**src/rtl/tile_ram_arbiter_pkg.sv**
```systemverilog
// Shared defaults and FSM state encoding for the tile colour RAM arbiter.
package tile_ram_arbiter_pkg;

    localparam int ADDR_W_DEF     = 6;
    localparam int DATA_W_DEF     = 24;
    localparam int FIFO_DEPTH_DEF = 4;

    typedef enum logic [1:0] {
        ST_DISP   = 2'd0,
        ST_SETTLE = 2'd1,
        ST_IDLE   = 2'd2,
        ST_WRITE  = 2'd3
    } arb_state_t;

endpackage

```
**src/rtl/tile_wr_fifo.sv**
```systemverilog
// Host write queue: synchronous FIFO with push/pop, full/empty flags and an occupancy count.
module tile_wr_fifo #(
    parameter int DEPTH = 4,
    parameter int WIDTH = 30
) (
    input  logic                     clk,
    input  logic                     reset,
    input  logic                     push,
    input  logic                     pop,
    input  logic [WIDTH-1:0]         din,
    output logic [WIDTH-1:0]         head,
    output logic                     full,
    output logic                     empty,
    output logic [$clog2(DEPTH):0]   level
);

    localparam int PTR_W = $clog2(DEPTH);
    localparam int LVL_W = PTR_W + 1;

    logic [WIDTH-1:0] mem [DEPTH];
    logic [PTR_W-1:0] wr_ptr;
    logic [PTR_W-1:0] rd_ptr;
    logic             do_push;
    logic             do_pop;

    // Push is refused while full even if a pop happens in the same cycle.
    assign do_push = push && !full;
    assign do_pop  = pop && !empty;
    assign full    = (level == LVL_W'(DEPTH));
    assign empty   = (level == '0);
    assign head    = mem[rd_ptr];

    always_ff @(posedge clk or posedge reset) begin
        if (reset) begin
            wr_ptr <= '0;
            rd_ptr <= '0;
            level  <= '0;
        end else begin
            if (do_push) wr_ptr <= wr_ptr + 1'b1;
            if (do_pop)  rd_ptr <= rd_ptr + 1'b1;
            case ({do_push, do_pop})
                2'b10:   level <= level + 1'b1;
                2'b01:   level <= level - 1'b1;
                default: level <= level;
            endcase
        end
    end

    // NOTE: storage is not reset; cleared pointers make stale entries unreachable.
    always_ff @(posedge clk) begin
        if (do_push) mem[wr_ptr] <= din;
    end

endmodule

```
**src/rtl/tile_ram_arbiter.sv**
```systemverilog
// Tile colour RAM arbiter: display reads own the RAM in active video, queued host writes drain in blanking.
// Define TILE_ARB_TEAR_FREE_EN to restrict draining to vertical blanking only.
module tile_ram_arbiter
    import tile_ram_arbiter_pkg::*;
#(
    parameter int FIFO_DEPTH = FIFO_DEPTH_DEF,
    parameter int ADDR_W     = ADDR_W_DEF,
    parameter int DATA_W     = DATA_W_DEF
) (
    input  logic                          clk,
    input  logic                          reset,
    input  logic                          video_active,
    input  logic                          vSync,
    input  logic [ADDR_W-1:0]             disp_addr,
    output logic [DATA_W-1:0]             disp_data,
    input  logic                          wr_valid,
    output logic                          wr_ready,
    input  logic [ADDR_W-1:0]             wr_addr,
    input  logic [DATA_W-1:0]             wr_data,
    output logic [ADDR_W-1:0]             ram_addr,
    output logic [DATA_W-1:0]             ram_wdata,
    output logic                          ram_we,
    input  logic [DATA_W-1:0]             ram_q,
    output logic [$clog2(FIFO_DEPTH):0]   fifo_level
);

    localparam int LVL_W = $clog2(FIFO_DEPTH) + 1;
`ifdef TILE_ARB_TEAR_FREE_EN
    localparam bit TEAR_FREE = 1'b1;
`else
    localparam bit TEAR_FREE = 1'b0;
`endif

    arb_state_t               state;
    logic                     va_q;
    logic                     vb_arm;
    logic                     drain_ok;
    logic                     push;
    logic                     pop;
    logic                     full;
    logic                     empty;
    logic [ADDR_W+DATA_W-1:0] head;

    assign wr_ready = !full;
    assign push     = wr_valid && wr_ready;
    assign drain_ok = !TEAR_FREE || vb_arm;

    // Active video overrides the FSM combinationally so an in-flight write aborts without popping.
    assign ram_we    = (state == ST_WRITE) && !video_active && drain_ok;
    assign pop       = ram_we;
    assign ram_addr  = ram_we ? head[ADDR_W+DATA_W-1:DATA_W] : disp_addr;
    assign ram_wdata = head[DATA_W-1:0];

    tile_wr_fifo #(
        .DEPTH (FIFO_DEPTH),
        .WIDTH (ADDR_W + DATA_W)
    ) u_fifo (
        .clk   (clk),
        .reset (reset),
        .push  (push),
        .pop   (pop),
        .din   ({wr_addr, wr_data}),
        .head  (head),
        .full  (full),
        .empty (empty),
        .level (fifo_level)
    );

    // NOTE: non-blocking assignments so every register here samples pre-edge values.
    always_ff @(posedge clk or posedge reset) begin
        if (reset) begin
            state     <= ST_DISP;
            va_q      <= 1'b0;
            vb_arm    <= 1'b0;
            disp_data <= '0;
        end else begin
            // va_q marks the cycle whose RAM read was issued during active video.
            va_q <= video_active;
            if (va_q) disp_data <= ram_q;

            if (video_active && !va_q) vb_arm <= 1'b0;
            else if (vSync)            vb_arm <= 1'b1;

            if (video_active) begin
                state <= ST_DISP;
            end else begin
                case (state)
                    ST_DISP:   state <= ST_SETTLE;
                    ST_SETTLE: state <= (!empty && drain_ok) ? ST_WRITE : ST_IDLE;
                    ST_IDLE:   if (!empty && drain_ok) state <= ST_WRITE;
                    ST_WRITE:  if (pop && !push && fifo_level == LVL_W'(1)) state <= ST_IDLE;
                    default:   state <= ST_DISP;
                endcase
            end
        end
    end

endmodule
```
**config.mk**
```make
export PLATFORM = sky130hd
export DESIGN_NAME = tile_ram_arbiter
export DESIGN_NICKNAME = d
export VERILOG_FILES = /design/src/rtl/tile_ram_arbiter_pkg.sv /design/src/rtl/tile_wr_fifo.sv /design/src/rtl/tile_ram_arbiter.sv
export SDC_FILE = /design/constraint.sdc
export NUM_CORES = 1
export LEC_CHECK = 0
export BUFFER_PORTS_ARGS = -buffer_cell sky130_fd_sc_hd__buf_4
export CAP_MARGIN = 15
export CORE_ASPECT_RATIO = 0.5
export CORE_UTILIZATION = 54
export DETAILED_ROUTE_END_ITERATION = 10
export PLACE_DENSITY = 0.79
export SKIP_LAST_GASP = 1
export SLEW_MARGIN = 10
export SYNTH_ARGS = -nofsm -noshare
export SYNTH_HDL_FRONTEND = slang
export SYNTH_HIERARCHICAL = 1
export SYNTH_SLANG_ARGS = --single-unit
```
**constraint.sdc**
```tcl
create_clock -name clk -period 2.6 [get_ports clk]
set_input_delay 0.39 -clock clk [delete_from_list [all_inputs] [get_ports clk]]
set_output_delay 0.39 -clock clk [all_outputs]
set_load 0.01 [all_outputs]
```
Word-level counts from Yosys, hierarchy flattened
Memory sizes are Yosys's and may differ from the RTL's.
Cells that the tools add are included.

operators by class
  add/sub/neg operators = 4
  eq/ne operators = 9
  multiplexer cells = 9
  reduce and logical (&&, ||, !) cells = 14

operator list
  operator             count
  $pmux 2 s4           1
  $eq 2x2->1 const B   3
  $logic_and 1x1->1    6
  $mux 2               3
  $mux 6               1
  $pmux 3 s2           1
  $add 2x1->2 const B  2
  $eq 2x1->1 const B   2
  $logic_not 1->1      4
  $add 3x1->3 const B  1
  $eq 3x1->1 const B   1
  $eq 3x3->1 const B   1
  $logic_not 3->1      1
  $mux 1               3
  $ne 3x2->1 const B   1
  $ne 3x3->1 const B   1
  $sub 3x1->3 const B  1
  $logic_not 2->1      1
  $reduce_and 2->1     1
  $reduce_bool 2->1    1

word-level totals
  register bits after elaboration = 34
  bits in writable memories = 120
  logic and storage cells = 43
  memories = 1

memories
  name        depth  bits a word  rd ports  clocked after memory_dff  wr ports  line                text
  u_fifo.mem  4      30           1         0                         1         tile_wr_fifo.sv:20  logic [WIDTH-1:0] mem [DEPTH];

Depth between registers and ports, before layout
  depth in word-level cells = 9
  mapped depth = 11
  mapped depth without buffers = 10

Modules after synthesis
Netlist, hierarchy kept.

by module, submodules not included
  module            instances  cells an instance  area an instance (sq um)
  tile_wr_fifo      1          195                4802.1
  tile_ram_arbiter  1          75                 1132.3

Worst setup path after synthesis
No wires, ideal clock.

  path kind = register to register
  start point = register u_fifo.level[2]
  end point = memory u_fifo.mem[0][0], enable pin
  setup time = 0.390 ns
  arrival time = 1.827 ns
  path slack = 0.383 ns
  stages on the path, launching flop included = 5
  path buffers = 0
  path through = dfrtp_1 nor3b_2 nor2b_1 nor2b_2 and2_1

between the ends
  cells in the longest elaborated chain, start to end = 6

ends and longest elaborated chain
  element                       line                    text
  start: declaration            tile_wr_fifo.sv:14      output logic [$clog2(DEPTH):0] level
  start signal: assignment      tile_wr_fifo.sv:42      2'b10: level <= level + 1'b1;
  start signal: assignment      tile_wr_fifo.sv:43      2'b01: level <= level - 1'b1;
  start signal: assignment      tile_wr_fifo.sv:44      default: level <= level;
  $eq 3x3->1                    tile_wr_fifo.sv:29      assign full = (level == LVL_W'(DEPTH));
  named net full                tile_ram_arbiter.sv:40  logic full;
  $logic_not 1->1               tile_ram_arbiter.sv:44  assign wr_ready = !full;
  $logic_and 1x1->1             tile_ram_arbiter.sv:45  assign push = wr_valid && wr_ready;
  named net push                tile_ram_arbiter.sv:38  logic push;
  $logic_and 1x1->1             tile_wr_fifo.sv:27      assign do_push = push && !full;
  $mux 1                        tile_wr_fifo.sv:51      if (do_push) mem[wr_ptr] <= din;
  $mux 1 (not written as such)  tile_wr_fifo.sv:51
  end: declaration              tile_wr_fifo.sv:20

The timed path passes the listed nets, and every way through them passes these cells.

Worst setup path in the final report
  start point = register u_fifo.rd_ptr[0]
  end point = output ram_wdata[9]

between the ends
  cells in the longest elaborated chain, start to end = 1

ends and longest elaborated chain
  element                   line                    text
  start: declaration        tile_wr_fifo.sv:22      logic [PTR_W-1:0] rd_ptr;
  start signal: assignment  tile_wr_fifo.sv:40      if (do_pop) rd_ptr <= rd_ptr + 1'b1;
  $mem_v2 4x30              --
  end: declaration          tile_ram_arbiter.sv:21  output logic [DATA_W-1:0] ram_wdata,

No other way between the ends.

==> results.yml <==
status:
  run_status: "completed"
cells_and_area:
  syn_to_final_growth_pct: 27.9
  final_common_cell: "buf_4"
  antennaDiodeCount: 0
  fin_area_um2: 7590
  fin_nets: 481
  layout-drive-gt1-share: 0.539
  layout_common_cells: "buf_4 (127), edfxtp_1 (120), dfrtp_1 (33)"
synthesis:
  syn_nets: 341
  syn_avg_cell_area_um2: 22.0
  synth_area_leaders: "edfxtp_1 (61%), dfrtp_1 (14%), mux4_2 (11%)"
  seq_area_frac_synth: 0.751
  ys_seq_elements: 154
  yosys_warnings: 6
  synth_cell_type_count: 28
  syn_inst: 270
  yosysTopAreaCell: "edfxtp_1"
  synth_top_area_share: 0.607
  syn_area_um2: 5930
clock_network:
  cts_root_buffer: "clkbuf_16"
  clock_latency_ps: 410
  cts_buffer_depth: 2
  clock-sinks: 154
  clkTransAtPathRegs_ps: 60
  cts_buffers: 17
  cts_setup_buffers: 0
  cts_htree_levels: 4
  cts_tree: "done"
setup_path:
  cp_top_family: "flip-flops"
  cp_num_cells: 3
  critPathKind: "reg -> out"
  reg2reg_depth: 10
  critical_path_arrival_ps: 2060
  max_stage_delay_ps: 620
  required_ps: 2210
  crit_path_max_fanout: 15
  critPathSlowestCell: "dfrtp_4"
  cp_cell_sequence: "buf_4 -> mux4_2 -> buf_4"
  cp-end-kind: "output port"
  crit_buf_inv: 2
  crit_top_cell: "buf_4"
  startpoint_type: "flip-flop"
timing:
  rsz0062_at_grt: "no"
  worst_pin_slew_ps: 950
  fin_crit_sh: 0.942
  fmax_mhz: 408
  slew_violations: 0
  final-setup-viol-count: 0
  skew_ps: 8.74
  fin_tns_setup_ps: 0
  fin_ws_ps: 152
  hold_viol_final: 0
  finalCriticalPeriod_ps: 2450
  slew_headroom: 0.366
power_and_ir_drop:
  p_int_w: 0.00563
  pwr-share-clk: 0.281
  p_comb_frac: 0.279
  power_density_nw_per_um2: 1040
  irDropWorstVdd_mv: 0.665
  leakagePower_nw: 2.91
  p_switching_w: 0.00226
  power_switching_share: 0.287
  seqPwrFrac: 0.439
place:
  place_ws_ps: 355
  gp_congestion: 0.713
  dpl_cell_area_um2: 7040
  dp_hpwl_um: 7220
  io_buffers: 122
global_route:
  track_usage: 0.202
  grt_max_degree: 28
  grt_overflow: 0
  grt_pass1_wl_um: 16500
  antenna_found_initial: 0
  first_global_vias: 3166
die:
  rows: 26
  dieArea_um2: 11400
  die_w_um: 150
  die_h_um: 76.1
  fp.coreArea_um2: 10400
  initial_utilization: 0.568
  ios: 124
route:
  drt_iter0_drc: 151
  postRouteAntennaNets: 0
  dr.pass1.iters: 4
  wl_um: 10600
  num_vias: 2955
  viasPerCell: 5.25
  wire_per_inst_um: 18.8
  drc_errors: 0
run:
  drv_cap: 0
worst_hold_path:
  hold_path_depth: 1
  hold_class: "in -> reg"
## final cells by class
type                            instances  area (um2)
Multi-Input combinational cell         95        1340
Inverter                               10        37.5
Sequential cell                       154        4460
Fill cell                             643        2850
Tap cell                              140         175
Timing Repair Buffer                  132        1040
Clock buffer                           18         429
Clock inverter                         14         114
## registers in the layout, indices dropped and copies added (netlist names)
name	count
u_fifo/wr_ptr	2
u_fifo/mem	120
state	2
u_fifo/level	3
disp_data	24
va_q	1
u_fifo/rd_ptr	2
## kinds of logic after synthesis
kind of cell,Yosys count,share of synthesized area
XOR/XNOR,6,0.00886
adder cells (fa/ha/maj),6,0.0139
flip-flops,154,0.751
AO/OA/AOI/OAI,3,0.00358
buffers and inverters,21,0.0253
AND/OR/NAND/NOR,18,0.0177
multiplexers,62,0.180
## power by group through the flow
stage / sequential, W / combinational, W / clock, W
5_1_grt: 0.00352 / 0.00237 / 0.00237
4_1_cts: 0.00347 / 0.00225 / 0.00226
3_3_place_gp: 0.00347 / 0.00216 / 0
6_report: 0.00347 / 0.00221 / 0.00222
2_1_floorplan: 0.00339 / 0.00144 / 0
3_5_place_dp: 0.00351 / 0.00224 / 0
## metrics by stage
| stage | util | instances | hold WS (ps) | power [W] |
|---|---|---|---|---|
| floorplan | - | 270 | 193 | 0.00483 |
| global placement | 0.674 | 530 | 344 | 0.00563 |
| detailed placement | 0.674 | 530 | 355 | 0.00576 |
| CTS | 0.727 | 563 | 93.2 | 0.00799 |
| global route | 0.727 | 563 | 88.2 | 0.00826 |
| finish | 0.727 | 563 | 110 | 0.00789 |
## synthesized netlist by cell type
master,n
a211oi_1,1
and2_1,4
buf_12,3
buf_2,6
buf_6,2
dfrtp_1,34
edfxtp_1,120
fa_1,1
ha_1,5
inv_1,10
mux2_2,24
mux2_4,7
mux2i_1,1
mux4_1,2
mux4_2,28
nand2_1,3
nand3b_1,1
nor2_1,4
nor2b_1,1
nor2b_2,1
nor3_1,1
nor3b_1,1
nor3b_2,1
o21ai_0,1
o31a_1,1
or2_1,1
xnor2_1,3
xor2_1,3
## final timing paths
path	start	to	slack [ps]
min in group asynchronous	reset	u_fifo/level[1]	460
max in group asynchronous	reset	disp_data[9]	1250
setup reg to reg	u_fifo/level[0]	u_fifo/level[2]	340
setup / recovery	u_fifo/rd_ptr[0]	ram_wdata[9]	150
hold reg to reg	disp_data[20]	disp_data[20]	510
hold / removal	video_active	va_q	110
## what timing repair did
action | CTS | global route
endpoints found under the hold margin | 7 | 0
setup endpoints to repair | 9 | 0
hold buffers | 1 | 0
resized for setup | 1 | 0
## per-layer routing
metal	vias to the layer above	part of all wire	wire length [um]	global-route usage
met4	0	0.011	116	0.0798
met1	1495	0.43	4530	0.257
li1	1352	-	-	-
met3	12	0.060	632	0.0587
met2	96	0.50	5300	0.331
met5	-	0	0	0
No activity file was read; power rests on OpenSTA's default activity.
